**src/rtl/nco2_sched.sv**
```systemverilog
// Two-channel NCO scheduler. Both phase accumulators share one sine ROM,
// serviced in alternating slots (S0 for channel 0, S1 for channel 1).
// Lookup address is registered in the slot; the sample strobe follows one edge later.

module nco2_sched #(
    parameter int unsigned PHASE_W = 16
) (
    input  logic               clk,
    input  logic               rst,
    input  logic [1:0]         ch_en,
    input  logic               ftw_valid,
    input  logic               ftw_ch,
    input  logic [PHASE_W-1:0] ftw_data,
    input  logic               ftw_sync,
    output logic               ftw_ready,
    output logic [3:0]         rom_addr,
    input  logic [7:0]         rom_data,
    output logic               smp_valid,
    output logic               smp_ch,
    output logic [7:0]         smp_data,
    output logic               smp_wrap
);

    typedef enum logic [1:0] {StIdle, StS0, StS1} state_t;

    state_t             state;
    logic [PHASE_W-1:0] acc0, acc1;
    logic [PHASE_W-1:0] ftw0, ftw1;
    logic               pv, pch, pwrap;

    logic [PHASE_W:0]   sum0, sum1;
    logic               wr0, wr1;

    // Next-phase sums with carry, write acceptance and the write handshake
    always_comb begin
        sum0      = {1'b0, acc0} + {1'b0, ftw0};
        sum1      = {1'b0, acc1} + {1'b0, ftw1};
        // A channel's tuning word cannot be loaded during its own slot
        ftw_ready = ~rst & ~(((state == StS0) & ~ftw_ch) | ((state == StS1) & ftw_ch));
        wr0       = ftw_valid & ftw_ready & ~ftw_ch;
        wr1       = ftw_valid & ftw_ready & ftw_ch;
    end

    // Slot FSM, accumulators, tuning words and the pending lookup flags
    always_ff @(posedge clk) begin
        if (rst) begin
            state    <= StIdle;
            acc0     <= '0;
            acc1     <= '0;
            ftw0     <= '0;
            ftw1     <= '0;
            rom_addr <= '0;
            pv       <= 1'b0;
            pch      <= 1'b0;
            pwrap    <= 1'b0;
        end else begin
            // Writes never target the channel owning the current slot, so a
            // sync clear cannot collide with that channel's accumulate below
            if (wr0) begin
                ftw0 <= ftw_data;
                if (ftw_sync) acc0 <= '0;
            end
            if (wr1) begin
                ftw1 <= ftw_data;
                if (ftw_sync) acc1 <= '0;
            end

            case (state)
                StIdle: begin
                    pv <= 1'b0;
                    if (|ch_en) state <= StS0;
                end
                StS0: begin
                    // S0 always hands over to S1 so channel 1 keeps its slot
                    state <= StS1;
                    if (ch_en[0]) begin
                        rom_addr <= acc0[PHASE_W-1 -: 4];
                        acc0     <= sum0[PHASE_W-1:0];
                        pwrap    <= sum0[PHASE_W];
                        pv       <= 1'b1;
                        pch      <= 1'b0;
                    end else begin
                        pv <= 1'b0;
                    end
                end
                StS1: begin
                    state <= (|ch_en) ? StS0 : StIdle;
                    if (ch_en[1]) begin
                        rom_addr <= acc1[PHASE_W-1 -: 4];
                        acc1     <= sum1[PHASE_W-1:0];
                        pwrap    <= sum1[PHASE_W];
                        pv       <= 1'b1;
                        pch      <= 1'b1;
                    end else begin
                        pv <= 1'b0;
                    end
                end
                default: begin
                    state <= StIdle;
                    pv    <= 1'b0;
                end
            endcase
        end
    end

    // Output stage: capture the ROM word one edge after its address was registered
    always_ff @(posedge clk) begin
        if (rst) begin
            smp_valid <= 1'b0;
            smp_ch    <= 1'b0;
            smp_data  <= '0;
            smp_wrap  <= 1'b0;
        end else begin
            smp_valid <= pv;
            smp_ch    <= pch;
            smp_wrap  <= pwrap & pv;
            if (pv) smp_data <= rom_data;
        end
    end

endmodule
```
**config.mk**
```make
export PLATFORM = sky130hd
export DESIGN_NAME = nco2_sched
export DESIGN_NICKNAME = d
export VERILOG_FILES = /design/src/rtl/nco2_sched.sv
export SDC_FILE = /design/constraint.sdc
export NUM_CORES = 1
export LEC_CHECK = 0
export ABC_AREA = 1
export ABC_CLOCK_PERIOD_IN_PS = 2500
export CELL_PAD_IN_SITES_DETAIL_PLACEMENT = 1
export CELL_PAD_IN_SITES_GLOBAL_PLACEMENT = 1
export CORE_ASPECT_RATIO = 0.5
export CORE_UTILIZATION = 40
export CTS_BUF_LIST = sky130_fd_sc_hd__clkbuf_2
export DETAILED_ROUTE_END_ITERATION = 7
export GPL_TIMING_DRIVEN = 1
export PLACE_DENSITY = 0.79
export SYNTH_ARGS = -nofsm -noshare
export SYNTH_HDL_FRONTEND = slang
export SYNTH_SLANG_ARGS = --single-unit
```
**constraint.sdc**
```tcl
create_clock -name clk -period 2.5 [get_ports clk]
set_input_delay 0.375 -clock clk [delete_from_list [all_inputs] [get_ports clk]]
set_output_delay 0.375 -clock clk [all_outputs]
set_load 0.01 [all_outputs]
```
* Word level (Yosys, flattened, before mapping)
Cells that the tools add are included.
Operators by class: add/subtract/negate cells 2, bitwise gates (word level) 11, multiplexer cells 23, reduce and logical (&&, ||, !) cells 4, eq/ne operators 5
Operators with widths (count):
- $mux 16 | 8
- $add 16x16->17 | 2
- $mux 4 | 2
- $pmux 4 s2 | 1
- $and 1x1->1 | 7
- $mux 1 | 7
- $ne 2x2->1 const B | 3
- $pmux 1 s2 | 3
- $pmux 2 s3 | 1
- $not 1->1 | 3
- $reduce_and 3->1 | 1
- $eq 2x1->1 const B | 1
- $eq 2x2->1 const B | 1
- $logic_not 2->1 | 1
- $mux 2 | 1
- $reduce_bool 2->1 | 1
- $reduce_or 2->1 | 1
- $or 1x1->1 | 1
Storage, ports and cells: word-level logic and storage cells 58, input port bits 31, output and inout bits 16, register bits 84

* Longest topological paths before layout
Gate-level depths: netlist of the first run.
word-level depth 10, depth in mapped cells 14, gate-level depth less buffers 12

* Worst setup path before layout of the first run
OpenSTA, ideal clock, no wires.
path kind register to register, start register state[0], end register acc1[13], clock period less this slack 1.822 ns, library setup time 0.117 ns, setup slack 0.678 ns, data arrival time 1.706 ns, cell stages (with the launch flop) 13, cell sequence dfxtp_1 inv_1 ha_1 buf_6 nand2_1 nand2_2 a21oi_4 nand2_2 nor2_4 nand2_4 buf_6 a31oi_1 nor2_1
On the way: word-level cells in the longest chain between the ends 10, elaborated cells between the ends (all ways) 12, classes of those cells eq/ne: 2; mux: 3; bitwise: 7
RTL lines:
- from (decl) | RTL line 26 | state_t state;
- from (signal assigned) | RTL line 47 | state <= StIdle;
- from (signal assigned) | RTL line 71 | if (|ch_en) state <= StS0;
- from (signal assigned) | RTL line 75 | state <= StS1;
- $eq 2x1->1 / $eq 2x2->1 (equally long branches) | RTL line 39 | ftw_ready = ~rst & ~(((state == StS0) & ~ftw_ch) | ((state == StS1) & ftw_ch));
- $and 1x1->1 | RTL line 39
- $or 1x1->1 * | RTL line 39
- $not 1->1 * | RTL line 39
- $and 1x1->1 * | RTL line 39
- named net ftw_ready | RTL line 15 | output logic ftw_ready,
- $and 1x1->1 * (2 in series) | RTL line 41 | wr1 = ftw_valid & ftw_ready & ftw_ch;
- $mux 16 * | RTL line 63 | if (wr1) begin
- $mux 16 | RTL line 88 | if (ch_en[1]) begin
- $mux 16 * | RTL line 68 | case (state)
- to (signal assigned) | RTL line 90 | acc1 <= sum1[PHASE_W-1:0];
- to (decl) | RTL line 27 | logic [PHASE_W-1:0] acc0, acc1;
The timed path passes the listed nets; every way through them passes the cells marked *. A chain may end at the register's enable or synchronous reset.

* Worst setup path after layout of the first run
start register state[0], end output port ftw_ready
On the way: word-level cells in the longest chain between the ends 5, elaborated cells between the ends (all ways) 7, classes of those cells eq/ne: 2; bitwise: 5
RTL lines (RTL line):
- $eq 2x1->1 / $eq 2x2->1 (equally long branches) | 39
- $and 1x1->1 | 39
- $or 1x1->1 * | 39
- $not 1->1 * | 39
- $and 1x1->1 * | 39
- to (decl) | 15
Mark *: on every way between the ends. The rest lies on a longest branch, timed or not.

==> key figures, run 1 <==
Final layout
  – Synthesis-to-finish area growth: 14.7%
  – Layout Cells excl Fill: 935
  – Multi-input combinational cell area: 0.00279 mm2
  – Final nets: 834
  – Sequential cell area: 0.00168 mm2
  – Share of layout cells above drive strength 1: 4.94%
  – Final Instance Area: 0.00557 mm2
  – Fillers: 1583

Global route
  – Pin count of the biggest net entering global routing: 62
  – Initial antenna violation count: 1
  – GR Overflow Total: 0
  – GR Util All Layers: 24.1%
  – First-pass GRT wire length: 23.4 mm
  – Vias in the first global route: 4703

Floorplan
  – Core area: 0.0118 mm2
  – Die area: 0.0126 mm2
  – Die height: 79.9 um
  – Io pins: 47
  – FP Rows: 28
  – Initial Util: 41.1%
  – Die Span X: 158 um

CTS
  – Root buf cell: clkbuf_2
  – Clock transition at path regs: 0.22 ns
  – Hold Buf Count CTS: 0
  – Clk Latency, worst-skew pair: 0.56 ns
  – CTS sink count: 84
  – H-Tree Depth: 3
  – CTS tree: done
  – CTS Buffer Depth: 2
  – Total CTS buffers: 9

STA
  – Setup violations, final: 0
  – Fin Setup TNS: 0 ns
  – RSZ-0062 raised after global routing: false
  – Worst setup margin: 0.192 ns
  – Clk_skew: 0.0140 ns
  – Slew margin rel.: 62.1%
  – Final worst path period share: 92.3%
  – Max Freq: 433 MHz
  – Slew @ Worst Pin: 0.568 ns
  – Max Slew Vio Count: 0
  – Fin crit period: 2.31 ns
  – Fin. Hold Viols: 0

Min path
  – Hold endpoint: smp_data[1]
  – Hold path cells: 3
  – Hold WC Path Type: input pin to flip-flop
  – HP Start: rom_data[1]

Route
  – Via density: 5.06
  – Vias: 4730
  – Initial DRC Count: 181
  – Drt drc: 0
  – Wirelength per Cell: 15.2 um
  – Post-route ant nets: 0
  – Final WL: 14.2 mm
  – DR pass1 iterations: 4

Run
  – Max-Cap Viols: 0

Worst setup path
  – R2R cell count: 12
  – FF-to-FF setup slack: 0.43 ns
  – Worst R2R End: acc0[14]
  – CP endpoint kind: output port
  – RR Startpoint: state[0]
  – Startpoint Class: flip-flop
  – Crit Path Category: flip-flop to output port
  – WP data arrival: 1.93 ns
  – Worst path required time: 2.12 ns
  – Max Fanout on Critical Path: 10

Yosys
  – Sequential cell area fraction in the yosys report: 34.6%
  – Most used flip-flop cell after synthesis: dfxtp_1
  – Post-synth EDFFs: 0
  – Register bit total from synthesis: 84
  – Mapped Cells: 722
  – Mapped cell area: 0.00486 mm2
  – Ys async rst share: 0%
  – Netlist cell types: 34
  – Yosys warns: 0
  – Net count after synthesis: 791
  – Synth Area per Inst: 6.73 um2

Placement
  – Post-Place Setup Slack: 0.253 ns
  – Post-DP HPWL: 11.0 mm
  – Port Buf Inserts: 46
  – Final GP Congestion: 0.893
  – DP Area: 0.00547 mm2
  – Dpl cells: 919

Power and ir drop
  – PwrDens: 491 mW/mm2
  – VDD IR max: 0.000226 V
  – Combinational Power Share: 20.2%
  – Clock power share: 25.5%
  – Pint: 1880 uW
  – Sequential Power Share: 54.3%
  – Psw: 857 uW
  – Static Leak: 0.00263 uW
  – Sw Ratio: 31.3%

Run status
  – Status: complete, no violations
==> how the worst max path moves through the flow <==
| stage | end | slack (ns) | cells after the start | start |
|---|---|---|---|---|
| global placement | acc0[14] | 0.33 | 10 | ftw_ch |
| floorplan | acc1[13] | 0.68 | 12 | state[0] |
| detailed placement | acc0[14] | 0.25 | 10 | ftw_ch |
| global route | ftw_ready | 0.05 | 6 | state[0] |
| finish | ftw_ready | 0.19 | 6 | state[0] |
| CTS | ftw_ready | 0.14 | 6 | state[0] |
==> metrics by stage <==
step	util [%]	power, uW	hold WS (ns)
floorplan	-	1840	0.400
global placement	46.3	2040	0.412
detailed placement	46.3	2060	0.422
CTS	47.2	2780	0.322
global route	47.2	2900	0.335
finish	47.2	2740	0.375
==> what timing repair did <==
action | CTS | global route
endpoints found under the setup margin | 1 | 0
gates resized for setup | 3 | 0
setup buffers | 0 | 0
hold endpoints to repair | 0 | 0
==> cell families (layout without fill, tap and decap cells) <==
group                    count (synthesis)  after routing  share of synthesized area, %
adder cells (fa/ha/maj)                 38             38                          10.1
buffers and inverters                   95            142                          7.93
AO/OA/AOI/OAI                          156            156                          17.1
other                                    0              1                             0
flip-flops                              84             84                          34.6
AND/OR/NAND/NOR                        346            346                          29.7
XOR/XNOR                                 3              3                         0.541
==> Yosys cell counts, types with 3 or more instances <==
cell type / n / area [um2]
nand3_1: 46 / 230
inv_1: 71 / 267
dfxtp_1: 84 / 1680
a31oi_1: 6 / 37.5
buf_2: 3 / 15.0
nand2_1: 157 / 589
a21o_1: 4 / 30.0
o21bai_1: 5 / 37.5
o21ai_0: 72 / 360
nor3_1: 6 / 30.0
nor2_1: 119 / 447
buf_6: 3 / 33.8
ha_1: 36 / 450
clkbuf_1: 12 / 45.0
or2_2: 3 / 18.8
nand4_1: 3 / 18.8
a21oi_1: 65 / 325
==> worst max-delay path, cell delays in order, from the launching register on <==
cell	delay (ns)
dfxtp_2	0.41
inv_1	0.07
ha_2	0.26
nand2_1	0.10
nand2_2	0.06
a21oi_4	0.17
dlygate4sd2_1	0.30
==> state kept, by name, indices dropped and copies added, names as in the netlist, 2 cells and up <==
| signal | cells |
|---|---|
| ftw0 | 16 |
| acc0 | 16 |
| acc1 | 16 |
| smp_data | 8 |
| ftw1 | 16 |
| rom_addr | 4 |
| state | 2 |
==> placed cells by master, fill, tap and decap left out, drive strengths merged <==
| cell | count |
|---|---|
| o21bai | 5 |
| a21oi | 67 |
| fa | 2 |
| o21a | 2 |
| o21ai | 72 |
| xor2 | 2 |
| nor2 | 120 |
| a21o | 4 |
| nor4 | 2 |
| xnor2 | 1 |
| clkinv | 3 |
| a31oi | 6 |
| nand3 | 49 |
| ha | 36 |
| clkbuf | 12 |
| clkdlybuf4s50 | 45 |
| dfxtp | 84 |
| diode | 1 |
| and2 | 2 |
| nand2 | 161 |
| inv | 74 |
| nand4 | 3 |
| nor3 | 6 |
| or2 | 3 |
| buf | 6 |
| bufinv | 1 |
| dlygate4sd2 | 1 |
==> metal layers <==
metal,GRT usage [%],wire length [um]
met4,5.53,148
met2,40.5,6450
met5,0,0
met3,4.23,210
met1,32.0,7440
==> power groups by stage <==
stage                     logic, uW  clock network, uW  registers [uW]
final                           552                699            1490
after global routing            621                784            1500
after floorplan                 349                  0            1500
after detailed placement        552                  0            1510
after global placement          530                  0            1510
after CTS                       555                733            1490
==> layout make-up <==
cell class | count | area share [%]
Timing Repair Buffer | 52 | 9.05
Antenna cell | 1 | 0.0449
Tap cell | 165 | 3.71
Inverter | 75 | 5.10
Multi-Input combinational cell | 543 | 50.1
Clock buffer | 12 | 1.08
Sequential cell | 84 | 30.2
Clock inverter | 3 | 0.696
Power figures use the tool's default switching activity.
==> run 2: changes to the inputs <==
Settings changed: CORE_UTILIZATION 40 to 43, CTS_BUF_LIST sky130_fd_sc_hd__clkbuf_2 to sky130_fd_sc_hd__clkbuf_8, PLACE_DENSITY 0.79 to 0.84.
==> run 2 against run 1 <==
  * Critical path depth unchanged
  * Design area up 1.7%
  * Count of clock-buffer cells in the layout down 2
  * Global-route usage up 3.4 points
  * Register-to-register slack better by 0.02 ns
  * Clock skew down 0.00070 ns
  * Non-clock buffer count up 2
  * Combinational power up 2%
  * Flip-flop and latch count unchanged
  * Critical endpoint unchanged
==> key figures, run 2 (same netlist as run 1, synthesis figures left out) <==
CTS
  – Total CTS buffers: 9 (unchanged)
  – Hold Buf Count CTS: 0 (unchanged)
  – CTS sink count: 84 (unchanged)
  – Setup bufs post-CTS: 0 (unchanged)
  – H-Tree Depth: 3 (unchanged)
  – Cts repair resizes: 0 (-3)
  – CTS Buffer Depth: 2 (unchanged)
  – Root buf cell: clkbuf_8
  – Clock transition at path regs: 0.09 ns (-0.13 ns)
  – Clk Latency, worst-skew pair: 0.38 ns (-0.18 ns)
  – CTS tree: done

Power and ir drop
  – Static Leak: 0.00269 uW (+2.2%)
  – Total power: 3150 uW (+15%)
  – PwrDens: 556 mW/mm2 (+13%)
  – VDD IR max: 0.000258 V (+14%)

Placement
  – Post-DP HPWL: 11.4 mm (+3.8%)
  – Post-Place Setup Slack: 0.206 ns (-0.0474 ns)
  – Final GP Congestion: 0.873 (-2.3%)
  – Port Buf Inserts: 46 (unchanged)

Worst setup path
  – Startpoint Class: flip-flop
  – Max Fanout on Critical Path: 4 (-6)
  – WP data arrival: 1.98 ns (+0.05 ns)
  – Worst path bufs/invs: 2 (unchanged)
  – CP max-delay cell: clkdlybuf4s50_1
  – RR Startpoint: state[0]
  – CP delay by family, top: buffers and inverters
  – Crit Path Category: flip-flop to output port
  – Crit path from: state[0]
  – Crit-path max cell delay: 0.57 ns (+0.16 ns)
  – Worst path required time: 2.12 ns (about the same)
  – Worst-path cell chain: inv_1 > ha_1 > nand2_1 > nand2_2 > a21oi_4 > clkdlybuf4s50_1
  – CP endpoint kind: output port

Final layout
  – Antenna Cells: 0 (-1)
  – Synthesis-to-finish area growth: 16.7%
  – Most frequent cells in the layout: nand2_1, nor2_1, dfxtp_1
  – Commonest non-fill, non-tap cell in the layout: nand2_1
  – Final nets: 836 (+0.24%)
  – Share of layout cells above drive strength 1: 5.05% (+0.11 points)

Floorplan
  – Die Span X: 152 um (-3.5%)
  – Core area: 0.0106 mm2 (-10%)
  – Io pins: 47 (unchanged)
  – Initial Util: 45.9% (+4.8 points)
  – Die height: 77.2 um (-3.5%)
  – FP Rows: 26 (-7.1%)
  – Die area: 0.0118 mm2 (-6.9%)

STA
  – Max Freq: 425 MHz (-1.9%)
  – Final worst path period share: 94.1% (+1.7 points)
  – Fin. Hold Viols: 0 (unchanged)
  – Worst setup margin: 0.148 ns (-0.0437 ns)
  – Clk_skew: 0.0133 ns (-0.000702 ns)
  – RSZ-0062 raised after global routing: false
  – Slew margin rel.: 61.1% (-1.0 points)
  – Slew @ Worst Pin: 0.584 ns (+0.0155 ns)
  – Fin crit period: 2.35 ns (+0.0437 ns)
  – Fin Setup TNS: 0 ns (unchanged)
  – Setup violations, final: 0 (unchanged)
  – Max Slew Vio Count: 0 (unchanged)

Global route
  – GR Overflow Total: 0 (unchanged)
  – Pin count of the biggest net entering global routing: 62 (unchanged)
  – Initial antenna violation count: 0 (-1)
  – GR Util All Layers: 27.5% (+3.4 points)
  – Vias in the first global route: 5127 (+9.0%)
  – First-pass GRT wire length: 25.3 mm (+8.1%)

Run status
  – Status: complete, no violations

Route
  – Vias: 4801 (+1.5%)
  – Post-route ant nets: 0 (unchanged)
  – Final WL: 15.2 mm (+6.6%)
  – Drt drc: 0 (unchanged)
  – Initial DRC Count: 203 (+12%)
  – Wirelength per Cell: 16.7 um (+9.3%)
  – Via density: 5.26 (+4.1%)
  – DR pass1 iterations: 5 (+1)

Run
  – Max-Cap Viols: 0 (unchanged)

Min path
  – Hold WC Path Type: flip-flop to flip-flop
  – HP Start: pch
-- run 2: changes by cell type in the layout (fill, tap and decap cells not counted), sizes merged --
cell and change:
bufinv +1, inv +1, diode -1, buf +2
clkdlybuf4s50 +1, dlygate4sd2 -1, clkbuf -2, clkinv +1
-- run 2: layer usage --
layer,GRT usage (%),wire [um],part of all wire [%]
met1,34.9,7470,49
met2,47.2,6990,46
met3,5.26,448,2.9
met4,8.57,286,1.9
met5,0,0,0
-- run 2: tightest hold or removal path: cells and delay by family (launching register included) --
| family | cells | cell delay, ns |
|---|---|---|
| and+or+nand+nor | 1 | 0.04 |
| buffers and inverters | 1 | 0.04 |
| DFF | 1 | 0.30 |
-- run 2: area by class of cell --
cell class | instances | area (um2)
repair buffers | 54 | 520
inverters | 75 | 284
flip-flops and latches | 84 | 1680
clock inverters | 6 | 78.8
fillers | 1428 | 4900
multi-input cells | 543 | 2790
well taps | 140 | 175
clock buffers | 10 | 138
-- run 2: report_power, final --
| group | switching [uW] | total [uW] | internal [uW] |
|---|---|---|---|
| sequential | 64.5 | 1480 | 1420 |
| clock | 519 | 1100 | 582 |
| combinational | 339 | 565 | 226 |
| total | 923 | 3150 | 2230 |
-- run 2: worst paths after layout --
check / to / slack, ns / cells past startpoint
worst min register to register: smp_ch / 0.42 / 2
worst max-delay path: ftw_ready / 0.15 / 6
worst max register to register: acc0[14] / 0.45 / 12
worst min-delay path: smp_ch / 0.42 / 2
-- run 2: through the flow --
| step | instances | utilization (%) | cell area, um2 | hold slack [ns] |
|---|---|---|---|---|
| after floorplan | 722 | - | 4860 | 0.400 |
| after global placement | 896 | 51.6 | 5450 | 0.407 |
| after detailed placement | 896 | 51.6 | 5450 | 0.417 |
| after CTS | 912 | 53.6 | 5670 | 0.424 |
| after global routing | 912 | 53.6 | 5670 | 0.440 |
| final | 912 | 53.6 | 5670 | 0.422 |
==> run 3: changes to the inputs <==
Settings changed: CAP_MARGIN set to 20, CORE_MARGIN set to 5.
==> run 3 against run 2 <==
  * First-iteration DRC count down 11%
  * Total power is 8.6% lower
  * Highest routed layer unchanged
  * Combinational power decreased by 0.9%
  * Die area up 16%
  * Design area fell by 0.88%
  * Global-route usage fell by 5.4 points
==> key figures, run 3 (same netlist as run 1, synthesis figures left out) <==
Run status
  – Status: complete, no violations

Power and ir drop
  – Pint: 1990 uW (-10%)
  – Sw Ratio: 30.7% (+1.4 points)
  – Psw: 885 uW (-4.1%)
  – Sequential Power Share: 51.4% (+4.3 points)
  – Clock power share: 29.2% (-5.8 points)
  – Combinational Power Share: 19.4% (+1.5 points)
  – PwrDens: 513 mW/mm2 (-7.8%)
  – VDD IR max: 0.000251 V (-2.5%)
  – Static Leak: 0.00267 uW (-0.82%)

Route
  – Wirelength per Cell: 15.9 um (-4.8%)
  – Final WL: 14.5 mm (-4.2%)
  – Via density: 5.20 (-1.3%)
  – Post-route ant nets: 0 (unchanged)
  – Initial DRC Count: 181 (-11%)
  – Drt drc: 0 (unchanged)
  – DR pass1 iterations: 4 (-1)
  – Vias: 4765 (-0.75%)

STA
  – Fin crit period: 2.33 ns (-0.0167 ns)
  – Final worst path period share: 93.4% (-0.67 points)
  – Slew @ Worst Pin: 0.569 ns (-0.0143 ns)
  – Max Slew Vio Count: 0 (unchanged)
  – Worst setup margin: 0.165 ns (+0.0167 ns)
  – Max Freq: 428 MHz (+0.72%)
  – Fin. Hold Viols: 0 (unchanged)
  – Setup violations, final: 0 (unchanged)
  – Fin Hold WS: 0.465 ns (+0.0429 ns)
  – Clk_skew: 0.0109 ns (-0.00241 ns)
  – RSZ-0062 raised after global routing: false
  – Slew margin rel.: 62.0% (+0.95 points)
  – Fin Setup TNS: 0 ns (unchanged)

Worst setup path
  – FF-to-FF setup slack: 0.48 ns (+0.03 ns)
  – Max Fanout on Critical Path: 4 (unchanged)
  – Worst path required time: 2.12 ns (about the same)
  – CP endpoint kind: output port
  – Critical Path Sink: ftw_ready
  – WP data arrival: 1.96 ns (-0.02 ns)
  – Startpoint Class: flip-flop
  – Crit Path Category: flip-flop to output port
  – RR Startpoint: state[0]
  – Crit path from: state[0]
  – Worst R2R End: acc0[14]
  – R2R cell count: 12 (unchanged)

Floorplan
  – Initial Util: 44.1% (-1.8 points)
  – FP Rows: 27 (+3.8%)
  – Die area: 0.0137 mm2 (+16%)
  – Die height: 85.2 um (+10%)
  – Die Span X: 160 um (+5.3%)
  – Io pins: 47 (unchanged)
  – Core area: 0.0110 mm2 (+4.2%)

Placement
  – Post-Place Setup Slack: 0.277 ns (+0.0715 ns)
  – DP Area: 0.00546 mm2 (+0.11%)
  – Final GP Congestion: 0.825 (-5.5%)
  – Post-DP HPWL: 11.2 mm (-2.2%)
  – Port Buf Inserts: 46 (unchanged)

CTS
  – CTS Buffer Depth: 2 (unchanged)
  – CTS tree: done
  – Cts repair resizes: 0 (unchanged)
  – Hold Buf Count CTS: 0 (unchanged)
  – Root buf cell: clkbuf_8
  – Clock transition at path regs: 0.08 ns (about the same)
  – Total CTS buffers: 9 (unchanged)
  – CTS sink count: 84 (unchanged)
  – H-Tree Depth: 3 (unchanged)
  – Setup bufs post-CTS: 0 (unchanged)
  – Clk Latency, worst-skew pair: 0.36 ns (-0.02 ns)

Final layout
  – Final nets: 836 (unchanged)
  – Share of layout cells above drive strength 1: 4.92% (-0.13 points)
  – Commonest non-fill, non-tap cell in the layout: nand2_1
  – Fillers: 1489 (+4.3%)
  – Final Instance Area: 0.00562 mm2 (-0.88%)
  – Synthesis-to-finish area growth: 15.7%
  – Most frequent cells in the layout: nand2_1, nor2_1, dfxtp_1
  – Antenna Cells: 0 (unchanged)

Min path
  – Hold WC Path Type: flip-flop to flip-flop
  – HP Start: pch

Global route
  – First-pass GRT wire length: 24.5 mm (-3.0%)
  – Pin count of the biggest net entering global routing: 62 (unchanged)
  – GR Util All Layers: 22.1% (-5.4 points)
  – GR Overflow Total: 0 (unchanged)
  – Vias in the first global route: 4898 (-4.5%)
  – Initial antenna violation count: 0 (unchanged)

Run
  – Max-Cap Viols: 0 (unchanged)
## run 3: cell type report
cell class | count | area, um2 | area share (%)
Clock buffer | 9 | 124 | 2.20
Clock inverter | 7 | 36.3 | 0.646
Tap cell | 145 | 181 | 3.23
Timing Repair Buffer | 54 | 520 | 9.27
Inverter | 75 | 284 | 5.06
Multi-Input combinational cell | 543 | 2790 | 49.7
Sequential cell | 84 | 1680 | 29.9
## run 3: through the flow
step                      util [%]  cells  total power, uW
after floorplan                  -    722             1840
after global placement        49.6    901             2040
after detailed placement      49.6    901             2070
after CTS                     51.0    917             2910
after global routing          51.0    917             3050
final                         51.0    917             2880
## run 3: metal layers
layer | vias to the layer above | share of wire [%] | wire (um) | track usage [%]
li1 | 2446 | - | - | -
met1 | 2276 | 49 | 7100 | 28.5
met2 | 33 | 48 | 7040 | 39.3
met3 | 10 | 2.0 | 294 | 3.64
met4 | 0 | 0.78 | 114 | 4.61
met5 | - | 0 | 0 | 0
## run 3: power by group through the flow
| stage | clock, uW | combinational [uW] | sequential (uW) |
|---|---|---|---|
| CTS | 870 | 563 | 1480 |
| floorplan | 0 | 349 | 1500 |
| global route | 926 | 632 | 1490 |
| detailed placement | 0 | 558 | 1510 |
| finish | 841 | 560 | 1480 |
| global placement | 0 | 534 | 1510 |
## run 3: worst min path at each step
stage | to | slack, ns | cells after the start
2_1_floorplan | smp_ch | 0.40 | 2
3_3_place_gp | smp_ch | 0.41 | 2
3_5_place_dp | smp_wrap | 0.45 | 2
4_1_cts | smp_ch | 0.47 | 2
5_1_grt | smp_ch | 0.47 | 2
6_report | smp_ch | 0.47 | 2
## run 3: worst max-delay path, stage by stage (launching register included)
cell and delay, ns:
dfxtp_1 0.39, inv_1 0.09, ha_1 0.23, nand2_1 0.08, nand2_2 0.06, a21oi_4 0.17
clkdlybuf4s50_1 0.57
==> patch 1: new RTL, flow settings as in run 2 <==
`PHASE_W`: 16 -> 12.
--- a/src/rtl/nco2_sched.sv
+++ b/src/rtl/nco2_sched.sv
@@ -3,7 +3,7 @@
 // Lookup address is registered in the slot; the sample strobe follows one edge later.
 
 module nco2_sched #(
-    parameter int unsigned PHASE_W = 16
+    parameter int unsigned PHASE_W = 12
 ) (
     input  logic               clk,
     input  logic               rst,
Interface: changed (resized ftw_data); port bits go from 47 to 43. The function was not compared with the original's and may differ.
==> patch 1 against run 2 <==
The run now ends with DRC left. Critical path type unchanged. Total power shrank 21%. Wire length shrank 25%. Clock skew grew 0.0020 ns. Design area shrank 19%. Sequential cell count shrank 16. Largest cell class unchanged. Area after synthesis shrank 20%. Count of clock-buffer cells in the layout shrank 1. Register-to-register slack lost 0.03 ns. Worst setup slack gained 0.075 ns.
==> patch 1: results (changes against run 2) <==
status=complete, but fails checks (was complete, no violations); failing checks=DRC; post-detailed-placement half-perimeter wirelength=8440 microns (was 11400 microns); VDD IR-drop max=239 uV (was 258 uV); met3 wire len=348 microns (was 448 microns); placed insts=719 (was 896); met2 Use GR=42.4% (was 47.2%); most frequent cells after synthesis=122 x nand2_1, 104 x nor2_1, 68 x dfxtp_1, 53 x inv_1, 45 x o21ai_0 (was 157 x nand2_1, 119 x nor2_1, 84 x dfxtp_1, 72 x o21ai_0, 71 x inv_1); Static Leak=2.17 nW (was 2.69 nW); CTS buffer count=9 (unchanged); largest net degree at the start of global routing=54 (was 62); CP max stage cell=clkdlybuf4s50_1 (unchanged); yosys warns=0 (unchanged); Fill cells=1168 (was 1428); P_sw=0.000728 W (was 0.000923 W); wl on met1=5520 microns (was 7470 microns); drt via density=5.23 (was 5.26); initial antenna violation count=0 (unchanged); Hold WS=0.469 ns (was 0.422 ns); Hold Crit Class=register to register (unchanged); register area share after synthesis=35.2% (was 34.6%); Syn Nets=623 (was 791); worst slew pin tran=0.549 ns (was 0.584 ns); CP max FO=4 (unchanged); largest cells by area after synthesis=dfxtp_1 35%, nand2_1 12%, nor2_1 10%, ha_1 9.1%, o21ai_0 5.8% (was dfxtp_1 35%, nand2_1 12%, ha_1 9.3%, nor2_1 9.2%, o21ai_0 7.4%); Slew Viols, Final=0 (unchanged); GP Congestion=0.837 (was 0.873); terminus of the critical flop-to-flop path=rom_addr[1] (was acc0[14]); share of cells above drive strength 1=6.33% (was 5.05%); Mapped Cells=566 (was 722); final WL=11300 microns (was 15200 microns); clock insertion delay at the later pin of the skew report=0.36 ns (was 0.38 ns); Wirelength per Cell=15.4 microns (was 16.7 microns); Worst Hold End=smp_ch (unchanged); FF-to-FF setup slack=0.42 ns (was 0.45 ns); met3 usage=5.45% (was 5.26%); IO buf count=42 (was 46); placed inst area=4420 sq um (was 5450 sq um); CP Data Arrival Time=1.90 ns (was 1.98 ns); Post-synth ARST share=0% (unchanged); GRT Total Usage=25.6% (was 27.5%); Clock Tree Root=clkbuf_8 (unchanged); Residual DRC=1 (was 0); Worst-path clk slew=0.07 ns (was 0.09 ns); r2r worst-path depth=9 (was 12); Core Util, Final=52.7% (was 53.6%); GR Layer Usage met1=33.1% (was 34.9%); Final #Nets=670 (was 836); met2 wire length=5310 microns (was 6990 microns); first drt pass iteration count=6 (was 5); start point of the worst hold path=pch (unchanged); number of diodes=0 (unchanged); Crit Reg-Reg Startpoint=state[0] (unchanged); clock skew=0.0153 ns (was 0.0133 ns); vias in the first global route=3871 (was 5127); DRT iter0 DRCs=171 (was 203); cell count of the worst hold path=2 (unchanged); Worst Setup EP=ftw_ready (unchanged); pre-CTS WS=0.288 ns (was 0.206 ns); first-pass GRT wire length=18700 microns (was 25300 microns)
-- patch 1: power groups by stage --
stage	Combinational, W	Sequential [W]	Clock (W)
6_report	0.000452	0.00120	0.000853
3_3_place_gp	0.000430	0.00122	0
5_1_grt	0.000502	0.00121	0.000918
3_5_place_dp	0.000447	0.00122	0
4_1_cts	0.000454	0.00120	0.000872
2_1_floorplan	0.000272	0.00121	0
-- patch 1: cell families after synthesis --
| family | Yosys count | synth area share [%] |
|---|---|---|
| xor+xnor | 3 | 0.679 |
| flops | 68 | 35.2 |
| fa+ha+maj | 30 | 10.1 |
| compound gates | 100 | 14.1 |
| buf+inv | 75 | 8.25 |
| simple gates | 290 | 31.7 |
-- patch 1: cell type report --
type	count	area share, %
Sequential cell	68	29.7
Tap cell	117	3.19
Clock buffer	9	2.70
Timing Repair Buffer	52	10.8
Multi-Input combinational cell	423	47.7
Clock inverter	5	1.04
Inverter	59	4.93
==> patch 2: new RTL, settings of run 2 <==
Without the edit above. Encoding of `state_t`: now one-hot (3 bits for 3 states).
--- a/src/rtl/nco2_sched.sv
+++ b/src/rtl/nco2_sched.sv
@@ -21,7 +21,7 @@
     output logic               smp_wrap
 );
 
-    typedef enum logic [1:0] {StIdle, StS0, StS1} state_t;
+    typedef enum logic [2:0] {StIdle = 3'b001, StS0 = 3'b010, StS1 = 3'b100} state_t;
 
     state_t             state;
     logic [PHASE_W-1:0] acc0, acc1;
Behaviour: same outputs for any inputs over 4 cycles, from zero or initial values and one cycle with rst high; so few cycles prove little.
==> patch 2 against run 2 <==
Area after synthesis is 2.3% higher. Wire length decreased by 2.7%. Critical path type is now input port to output pin. Critical endpoint unchanged. Worst setup slack improved by 0.11 ns. Clock skew rose by 0.0035 ns. Sequential cell count up 1. Utilization down 2.2 points. Sequential power fell by 4%. Count of clock-buffer cells in the layout stayed put. Design area up 0.91%. Total power fell by 14%.
==> patch 2: results (changes against run 2) <==
drt via density=5.26 (about the same); terminus of the critical flop-to-flop path=pwrap (was acc0[14]); CORE AREA=11100 sq um (was 10600 sq um); CP max FO=3 (was 4); placed inst area=5530 sq um (was 5450 sq um); largest cells by area after synthesis=dfxtp_1 34%, nand2_1 15%, ha_1 8.1%, a21oi_1 8.0%, nor2_1 7.5% (was dfxtp_1 35%, nand2_1 12%, ha_1 9.3%, nor2_1 9.2%, o21ai_0 7.4%); Core Util, Final=51.5% (was 53.6%); VDD IR-drop max=293 uV (was 258 uV); CP Data Arrival Time=1.87 ns (was 1.98 ns); Synth cell types=39 (was 34); final WL=14800 microns (was 15200 microns); Syn Nets=806 (was 791); GRT Total Usage=26.2% (was 27.5%); post-detailed-placement half-perimeter wirelength=11200 microns (was 11400 microns); Hold WS=0.426 ns (was 0.422 ns); share of cells above drive strength 1=5.58% (was 5.05%); Signal buf overhead=8.84% (was 9.18%); vias in the first global route=5071 (was 5127); status=complete, no violations (unchanged); clock-cell share of area=3.35% (was 3.82%); first drt pass iteration count=4 (was 5); Static Leak=2.57 nW (was 2.69 nW); Max-slew headroom=63.7% (was 61.1%); Fill cells=1503 (was 1428); footprint of the multi-input gates=2850 sq um (was 2790 sq um); Final #Nets=848 (was 836)
-- patch 2: per-layer routing --
metal  share of wire, %  up-vias  routed length, microns  track usage, %
met1                 50     2336                    7440            34.8
met5                  0        -                       0               0
met2                 45       59                    6700            44.4
met4               0.90        0                     133            6.40
met3                3.5       14                     520            4.25
li1                   -     2500                       -               -
-- patch 2: report_power, final --
group,leakage (nW),switching [W],total [W],internal [W]
combinational,1.78,0.000171,0.000291,0.000120
clock,0.107,0.000513,0.000993,0.000479
sequential,0.689,0.0000284,0.00142,0.00139
total,2.57,0.000713,0.00270,0.00199
-- patch 2: through the flow --
stage / instances / setup WS (ns) / power (W)
floorplan: 741 / 0.834 / 0.00161
global placement: 917 / 0.293 / 0.00173
detailed placement: 917 / 0.250 / 0.00174
CTS: 933 / 0.244 / 0.00273
global route: 933 / 0.176 / 0.00281
finish: 933 / 0.256 / 0.00270
-- patch 2: worst min-delay path: stages (launching register included) --
cell and delay (ns):
dfxtp_1 0.31, inv_1 0.04, nor2_1 0.04
